--- config.mk ---
export PLATFORM = sky130hd
export DESIGN_NAME = dvp_tx
export DESIGN_NICKNAME = d
export VERILOG_FILES = /design/src/rtl/dvp_pkg.sv /design/src/rtl/dvp_timing_cnt.sv /design/src/rtl/dvp_tx.sv
export SDC_FILE = /design/constraint.sdc
export NUM_CORES = 1
export LEC_CHECK = 0
export CAP_MARGIN = 20
export CORE_MARGIN = 2
export CORE_UTILIZATION = 35
export DETAILED_ROUTE_END_ITERATION = 10
export GPL_ROUTABILITY_DRIVEN = 0
export SETUP_SLACK_MARGIN = 0.4
export SKIP_CTS_REPAIR_TIMING = 1
export SLEW_MARGIN = 10
export SYNTH_ARGS = -nofsm -noshare
export SYNTH_HDL_FRONTEND = slang
export SYNTH_HIERARCHICAL = 1
export SYNTH_SLANG_ARGS = --single-unit
--- constraint.sdc ---
create_clock -name I_clk -period 2.4 [get_ports I_clk]
set_input_delay 0.48 -clock I_clk [delete_from_list [all_inputs] [get_ports I_clk]]
set_output_delay 0.48 -clock I_clk [all_outputs]
set_load 0.05 [all_outputs]
--- src/rtl/dvp_pkg.sv ---
`default_nettype none
// ============================================================================
// Module   : dvp_pkg
// Brief    : Shared state encoding, byte phase and frame geometry helpers
//            for the DVP transmitter.
// Revision : 1.0 - initial release
// ============================================================================
package dvp_pkg;

    typedef logic [2:0] state_t;

    localparam state_t ST_IDLE   = 3'd0;
    localparam state_t ST_VS     = 3'd1;
    localparam state_t ST_VBACK  = 3'd2;
    localparam state_t ST_ACTIVE = 3'd3;
    localparam state_t ST_VFRONT = 3'd4;

    // Byte phase is bit 0 of the horizontal counter inside the active span.
    localparam logic PH_HI = 1'b0;
    localparam logic PH_LO = 1'b1;

    function automatic int f_line_clks(input int h_res, input int h_blank);
        return 2 * h_res + h_blank;
    endfunction

    function automatic int f_frame_lines(input int vs_lines, input int v_back,
                                         input int v_res, input int v_front);
        return vs_lines + v_back + v_res + v_front;
    endfunction

endpackage

`default_nettype wire

--- src/rtl/dvp_timing_cnt.sv ---
`default_nettype none
// ============================================================================
// Module   : dvp_timing_cnt
// Brief    : Horizontal/vertical position counters with end-of-line and
//            end-of-frame pulses.
// Revision : 1.0 - initial release
// ============================================================================
module dvp_timing_cnt #(
    parameter int LINE_CLKS   = 784,
    parameter int FRAME_LINES = 510,
    parameter int HW          = 10,
    parameter int VW          = 9
) (
    input  logic          I_clk,
    input  logic          I_rst_n,
    input  logic          I_adv,
    output logic [HW-1:0] O_h,
    output logic [VW-1:0] O_v,
    output logic          O_eol,
    output logic          O_eof
);

    localparam logic [HW-1:0] c_h_last = HW'(LINE_CLKS - 1);
    localparam logic [VW-1:0] c_v_last = VW'(FRAME_LINES - 1);

    logic [HW-1:0] r_h;
    logic [VW-1:0] r_v;

    assign O_eol = (r_h == c_h_last);
    assign O_eof = O_eol && (r_v == c_v_last);
    assign O_h   = r_h;
    assign O_v   = r_v;

    always_ff @(posedge I_clk or negedge I_rst_n) begin
        if (!I_rst_n) begin
            r_h <= '0;
            r_v <= '0;
        end else if (I_adv) begin
            if (O_eol) begin
                r_h <= '0;
                r_v <= O_eof ? '0 : r_v + VW'(1);
            end else begin
                r_h <= r_h + HW'(1);
            end
        end
    end

endmodule

`default_nettype wire

--- src/rtl/dvp_tx.sv ---
`default_nettype none
// ============================================================================
// Module   : dvp_tx
// Brief    : DVP camera-side transmitter: RGB565 pixels out as byte pairs
//            with VSYNC/HREF framing, high byte first.
// Revision : 1.0 - initial release
// ============================================================================
module dvp_tx
    import dvp_pkg::*;
#(
    parameter int          H_RES    = 640,
    parameter int          V_RES    = 480,
    parameter int          H_BLANK  = 144,
    parameter int          VS_LINES = 3,
    parameter int          V_BACK   = 17,
    parameter int          V_FRONT  = 10,
    parameter int          VS_POL   = 0,
    parameter logic [15:0] FILL     = 16'h001F
) (
    input  logic        I_clk,
    input  logic        I_rst_n,
    input  logic        I_en,
    input  logic [15:0] I_pix_data,
    input  logic        I_pix_valid,
    output logic        O_pix_rd,
    output logic        O_pixclk,
    output logic        O_vsync,
    output logic        O_href,
    output logic [9:0]  O_data,
    output logic        O_underrun,
    output logic [15:0] O_frame_cnt
);

    localparam int c_line  = f_line_clks(H_RES, H_BLANK);
    localparam int c_frame = f_frame_lines(VS_LINES, V_BACK, V_RES, V_FRONT);
    localparam int c_hw    = $clog2(c_line);
    localparam int c_vw    = (c_frame > 1) ? $clog2(c_frame) : 1;

    localparam logic [c_hw-1:0] c_h_act_last  = c_hw'(2 * H_RES - 1);
    localparam logic [c_vw-1:0] c_v_bk_start  = c_vw'(VS_LINES);
    localparam logic [c_vw-1:0] c_v_act_start = c_vw'(VS_LINES + V_BACK);
    localparam logic [c_vw-1:0] c_v_fr_start  = c_vw'(VS_LINES + V_BACK + V_RES);
    localparam logic            c_vs_on       = (VS_POL != 0);

    logic [c_hw-1:0] w_h;
    logic [c_vw-1:0] w_v;
    logic [c_vw-1:0] w_v_inc;
    logic            w_eol;
    logic            w_eof;
    logic            w_run;
    state_t          w_st;
    state_t          w_st_nxt;
    logic            w_act_byte;
    logic            w_rd_nxt;
    logic [15:0]     w_pix;

    state_t          r_state;
    logic [7:0]      r_lo;
    logic            r_eof_q;

    function automatic state_t f_region(input logic [c_vw-1:0] v);
        if (v < c_v_bk_start)       return ST_VS;
        else if (v < c_v_act_start) return ST_VBACK;
        else if (v < c_v_fr_start)  return ST_ACTIVE;
        else                        return ST_VFRONT;
    endfunction

    assign O_pixclk = I_clk;

    // Counters hold the position whose outputs are registered on the next edge.
    dvp_timing_cnt #(
        .LINE_CLKS   (c_line),
        .FRAME_LINES (c_frame),
        .HW          (c_hw),
        .VW          (c_vw)
    ) u_cnt (
        .I_clk   (I_clk),
        .I_rst_n (I_rst_n),
        .I_adv   (w_run),
        .O_h     (w_h),
        .O_v     (w_v),
        .O_eol   (w_eol),
        .O_eof   (w_eof)
    );

    always_comb begin
        w_run      = (r_state != ST_IDLE) || I_en;
        w_st       = (r_state == ST_IDLE) ? ST_VS : r_state;
        w_v_inc    = w_v + c_vw'(1);
        w_pix      = I_pix_valid ? I_pix_data : FILL;
        w_act_byte = w_run && (w_st == ST_ACTIVE) && (w_h <= c_h_act_last);
        w_st_nxt   = r_state;
        if (w_run) begin
            w_st_nxt = w_st;
            if (w_eol) begin
                if (w_eof) w_st_nxt = I_en ? ST_VS : ST_IDLE;
                else       w_st_nxt = f_region(w_v_inc);
            end
        end
        // Strobe one clock ahead of every high byte, including pixel 0 of a line.
        w_rd_nxt = w_run &&
                   (((w_st == ST_ACTIVE) && (w_h[0] == PH_LO) && (w_h < c_h_act_last)) ||
                    (w_eol && !w_eof && (f_region(w_v_inc) == ST_ACTIVE)));
    end

    always_ff @(posedge I_clk or negedge I_rst_n) begin
        if (!I_rst_n) begin
            r_state     <= ST_IDLE;
            r_lo        <= '0;
            r_eof_q     <= 1'b0;
            O_vsync     <= ~c_vs_on;
            O_href      <= 1'b0;
            O_data      <= '0;
            O_pix_rd    <= 1'b0;
            O_underrun  <= 1'b0;
            O_frame_cnt <= '0;
        end else begin
            r_state  <= w_st_nxt;
            r_eof_q  <= w_run && w_eof;
            O_vsync  <= (w_run && (w_st == ST_VS)) ? c_vs_on : ~c_vs_on;
            O_href   <= w_act_byte;
            O_pix_rd <= w_rd_nxt;
            O_data   <= '0;
            if (r_eof_q) O_frame_cnt <= O_frame_cnt + 16'd1;
            if (w_act_byte) begin
                if (w_h[0] == PH_HI) begin
                    O_data <= {w_pix[15:8], 2'b00};
                    r_lo   <= w_pix[7:0];
                    if (!I_pix_valid) O_underrun <= 1'b1;
                end else begin
                    O_data <= {r_lo, 2'b00};
                end
            end
        end
    end

endmodule

`default_nettype wire

======== After elaboration in Yosys (flattened, before gate mapping) ========
Cells that the tools add are included.
storage, ports and cells
  bits in registers ....................... 62
  latch bits .............................. 0
  RAM bits ................................ 0
  memory bits (read-only) ................. 0
  bits of input ports ..................... 20
  output and inout port bits .............. 31
  word-level logic and storage cells ...... 57
  memories kept ........................... 0
cells by class
  add/sub/neg operators ................... 3
  multiply operators ...................... 0
  div/mod/pow operators ................... 0
  magnitude comparators ................... 5
  equality and inequality tests ........... 5
  shift-type cells ........................ 0
  muxes and demuxes ....................... 13
  bitwise logic cells ..................... 2
  reduce and logical (&&, ||, !) cells .... 18
operator list
  operator                                                                       number
  10-bit 2-to-1 mux                                                              2
  3-bit 2-to-1 mux                                                               6
  16-bit by 1-bit adder with 16-bit output (second input constant)               1
  16-bit 2-to-1 mux                                                              1
  11-bit by 1-bit adder with 11-bit output (second input constant)               1
  11-bit == test (second input constant)                                         1
  11-bit less-or-equal comparator (second input constant)                        1
  11-bit less-than comparator (second input constant)                            1
  11-bit 2-to-1 mux                                                              1
  1-bit logical AND                                                              10
  9-bit by 1-bit adder with 9-bit output (second input constant)                 1
  9-bit == test (second input constant)                                          1
  9-bit by 2-bit less-than comparator with 1-bit output (second input constant)  1
  9-bit by 5-bit less-than comparator with 1-bit output (second input constant)  1
  9-bit less-than comparator (second input constant)                             1
  9-bit 2-to-1 mux                                                               1
  3-bit by 2-bit == test with 1-bit output (second input constant)               2
  2-bit AND reduction                                                            2
  3-bit by 1-bit == test with 1-bit output (second input constant)               1
  3-bit zero test                                                                1
  3-bit AND reduction                                                            1
  3-bit nonzero test                                                             1
  1-bit logical OR                                                               2
  1-bit 2-to-1 mux                                                               2
  2 further kinds                                                                3

======== Longest topological paths before layout ========
  depth in word-level cells ............... 9
  mapped depth ............................ 9
  gate-level depth less buffers ........... 8

======== Cells and area by module ========
Netlist, hierarchy kept.
modules (own cells, without submodules)
  module          instances  cells each  area an instance (µm²)  sequential area each (µm²)
  dvp_tx          1          187         1969.4                  1002.2
  dvp_timing_cnt  1          110         1084.8                  500.5

==> run metrics <==
status finished, final reports clean; relative slew slack 65.2%; global-route wire length before repair 11.5 mm; DR vias/cell 5.23; num rows 34; critical path startpoint category clock port; syn_area_per_cell 10.3 um^2; synth warn 6; Antenna Nets Post-Route 0; Yosys reg bits 60; crit-path max FO 2; IO Pins 51; Reg clk slew, reported paths 0.07 ns; ys flop type dfrtp_1; worst path arrival time 1.72 ns; Worst Max-Slew Pin Slew 0.521 ns; sequential standard cell area 0.00151 mm^2; Die Ht 97.4 um; Leak 2.27 nW; Fill cells 778; r2r endpoint r_state[0]$_DFFE_PN0N_; final wirelength 6.89 mm; fraction of registers with async set/reset 100%; number of remaining DRC errors 0; power per cell area 586 mW/mm^2; die area 0.00949 mm^2; fraction of layout cells with a size suffix above 1 15.9%; GR Overflow Total 0; R2R Setup Slk 0.47 ns; worst vdd ir 331 uV; DRT Pass-1 Iters 5; CTS tree done; # setup viols final 0; initial antenna violation count 0; I/O Buffers 48; Critical R2R Launch u_cnt/O_v[7]$_DFFE_PN0P_; Synth Cell Area 0.00305 mm^2; CP required 1.92 ns; initial core utilization 35.5%; Post-Syn Instances 297; number of synthesized flops with an enable pin 0; ANT cells 0; area of the multi-input gates 0.00146 mm^2; core area 0.00859 mm^2; worst min path class in2async; Critical Path End Type output port; DP Wirelength 4.49 mm; Area Growth Syn to Fin 35.4%; R2R cell count 5; pin count of the biggest net entering global routing 61; Nets 391; TNS Setup 0 ns; later-pin clock latency in the skew report 0.44 ns; GRT Resource Usage Total 15.3%; final worst clock skew 0.00829 ns; wire per inst 14.4 um; critical path class clk2out; sequential area share after synthesis 49.2%; Final Slew Violations 0; Max Cap Violations 0; RSZ-0062 raised after global routing true; Die X 97.4 um; number of global-route vias before repair 2,365; drt initial violations 144; Synth cell types 59; routed vias 2,501; total power 2.42 mW; Final Hold Viols 0
per-stage QoR:
stage          hold slack, ns  std cells  utilization (%)  worst slack [ns]  cell area [um^2]
6_report               0.0371        478             48.1             0.196              4140
5_1_grt                0.0371        478             48.1             0.184              4140
4_1_cts                0.0334        470             46.1            -0.203              3970
3_5_place_dp            0.449        452             42.9            0.0479              3690
3_3_place_gp            0.440        452             42.9            0.0479              3690
2_1_floorplan           0.184        298                -             0.414              3060
synth_stat cells, drive strengths merged, types with 2 or more instances:
library cell	count	area share, %
dfrtp	59	48
nor2b	3	0.61
a21oi	6	0.98
o32ai	2	0.57
o31ai	5	1.7
mux2i	3	1.1
a22o	8	2.3
mux2	3	1.1
ha	5	2.0
or3	2	0.57
inv	19	2.3
and4bb	2	0.82
nor4	4	0.82
and2	4	0.82
nand3b	2	0.49
nor3	3	0.49
o22ai	2	0.61
nor2	19	2.4
nand2b	6	1.2
nand4	12	2.5
nand3	20	3.3
a21o	2	0.49
o21ai	27	4.4
xor2	10	2.9
xnor2	12	3.4
a31oi	2	0.41
nand2	16	2.0
o41ai	2	0.82
clkbuf	5	0.66
and4	6	1.7
and3	5	1.0
buf	6	1.4
worst max path at each step:
stage	from	endpoint	slack (ns)	depth (start not counted)
after floorplan	u_cnt/O_v[0]$_DFFE_PN0P_	r_state[0]$_DFFE_PN0N_	0.41	6
after global placement	I_clk	O_pixclk	0.05	1
after detailed placement	I_clk	O_pixclk	0.05	1
after CTS	I_clk	O_pixclk	-0.20	3
after global routing	I_clk	O_pixclk	0.18	3
final	I_clk	O_pixclk	0.20	3
sequential cells by signal (all words and copies together) (netlist names):
register	count
O_data	8
O_frame_cnt	16
O_href	1
O_pix_rd	1
O_underrun	1
O_vsync	1
r_eof_q	1
r_lo	8
r_state	3
u_cnt/O_h	11
u_cnt/O_v	9
placed cells by master, fill, tap and decap left out, types with 2 or more instances in the layout:
cell type,instances
dfrtp_1,57
dlymetal6s2s_1,29
o21ai_0,26
nand3_1,19
inv_1,18
nor2_1,18
clkdlybuf4s50_1,18
nand2_1,16
buf_4,16
clkbuf_8,13
nand4_1,12
xnor2_1,12
xor2_1,10
a22o_1,8
nand2b_1,6
a21oi_1,6
and3_1,5
and4_1,5
nor4_1,4
and2_1,4
o31ai_1,4
ha_1,4
nor2b_1,3
nor3_1,3
mux2_2,3
bufinv_16,3
mux2i_1,2
nand3b_1,2
a31oi_1,2
a21o_1,2
o41ai_2,2
conb_1,2
clkinv_2,2
dfrtp_2,2
and4bb_1,2
power breakdown:
part / internal, mW / total, mW / switching (mW)
combinational: 0.0363 / 0.0768 / 0.0405
sequential: 1.01 / 1.02 / 0.00433
clock: 0.841 / 1.33 / 0.490
metal layers:
metal  share of wire (%)  wire [um]  track usage [%]  up-vias
met5                   0          0                0        -
met4                 1.6        110             8.44        0
met3                 6.6        455             5.61       12
met2                  45       3110             21.6       61
met1                  47       3210             20.1     1217
li1                    -          -                -     1211
cell families (layout without fill, tap and decap cells):
family	after synthesis	in the layout	share of synthesized area, %
AND/OR/NAND/NOR	109	109	20.3
AO/OA/AOI/OAI	64	64	15.4
buffers and inverters	30	102	4.38
other	1	2	0.123
XOR/XNOR	22	22	6.31
adder cells (fa/ha/maj)	5	5	2.05
multiplexers	6	6	2.21
flip-flops	60	60	49.2
critical path, stage by stage:
cell and delay, ns:
clkbuf_8 0.11, clkbuf_8 0.12, dlymetal6s2s_1 0.30
layout make-up:
type                            instances  share of cell area [%]
Timing Repair Buffer                   64                    16.3
Clock inverter                          5                    2.42
Multi-Input combinational cell        208                    35.2
Inverter                               19                    1.78
Sequential cell                        60                    36.4
Tap cell                              108                    3.27
Clock buffer                           14                    4.63
Power figures use the tool's default switching activity.
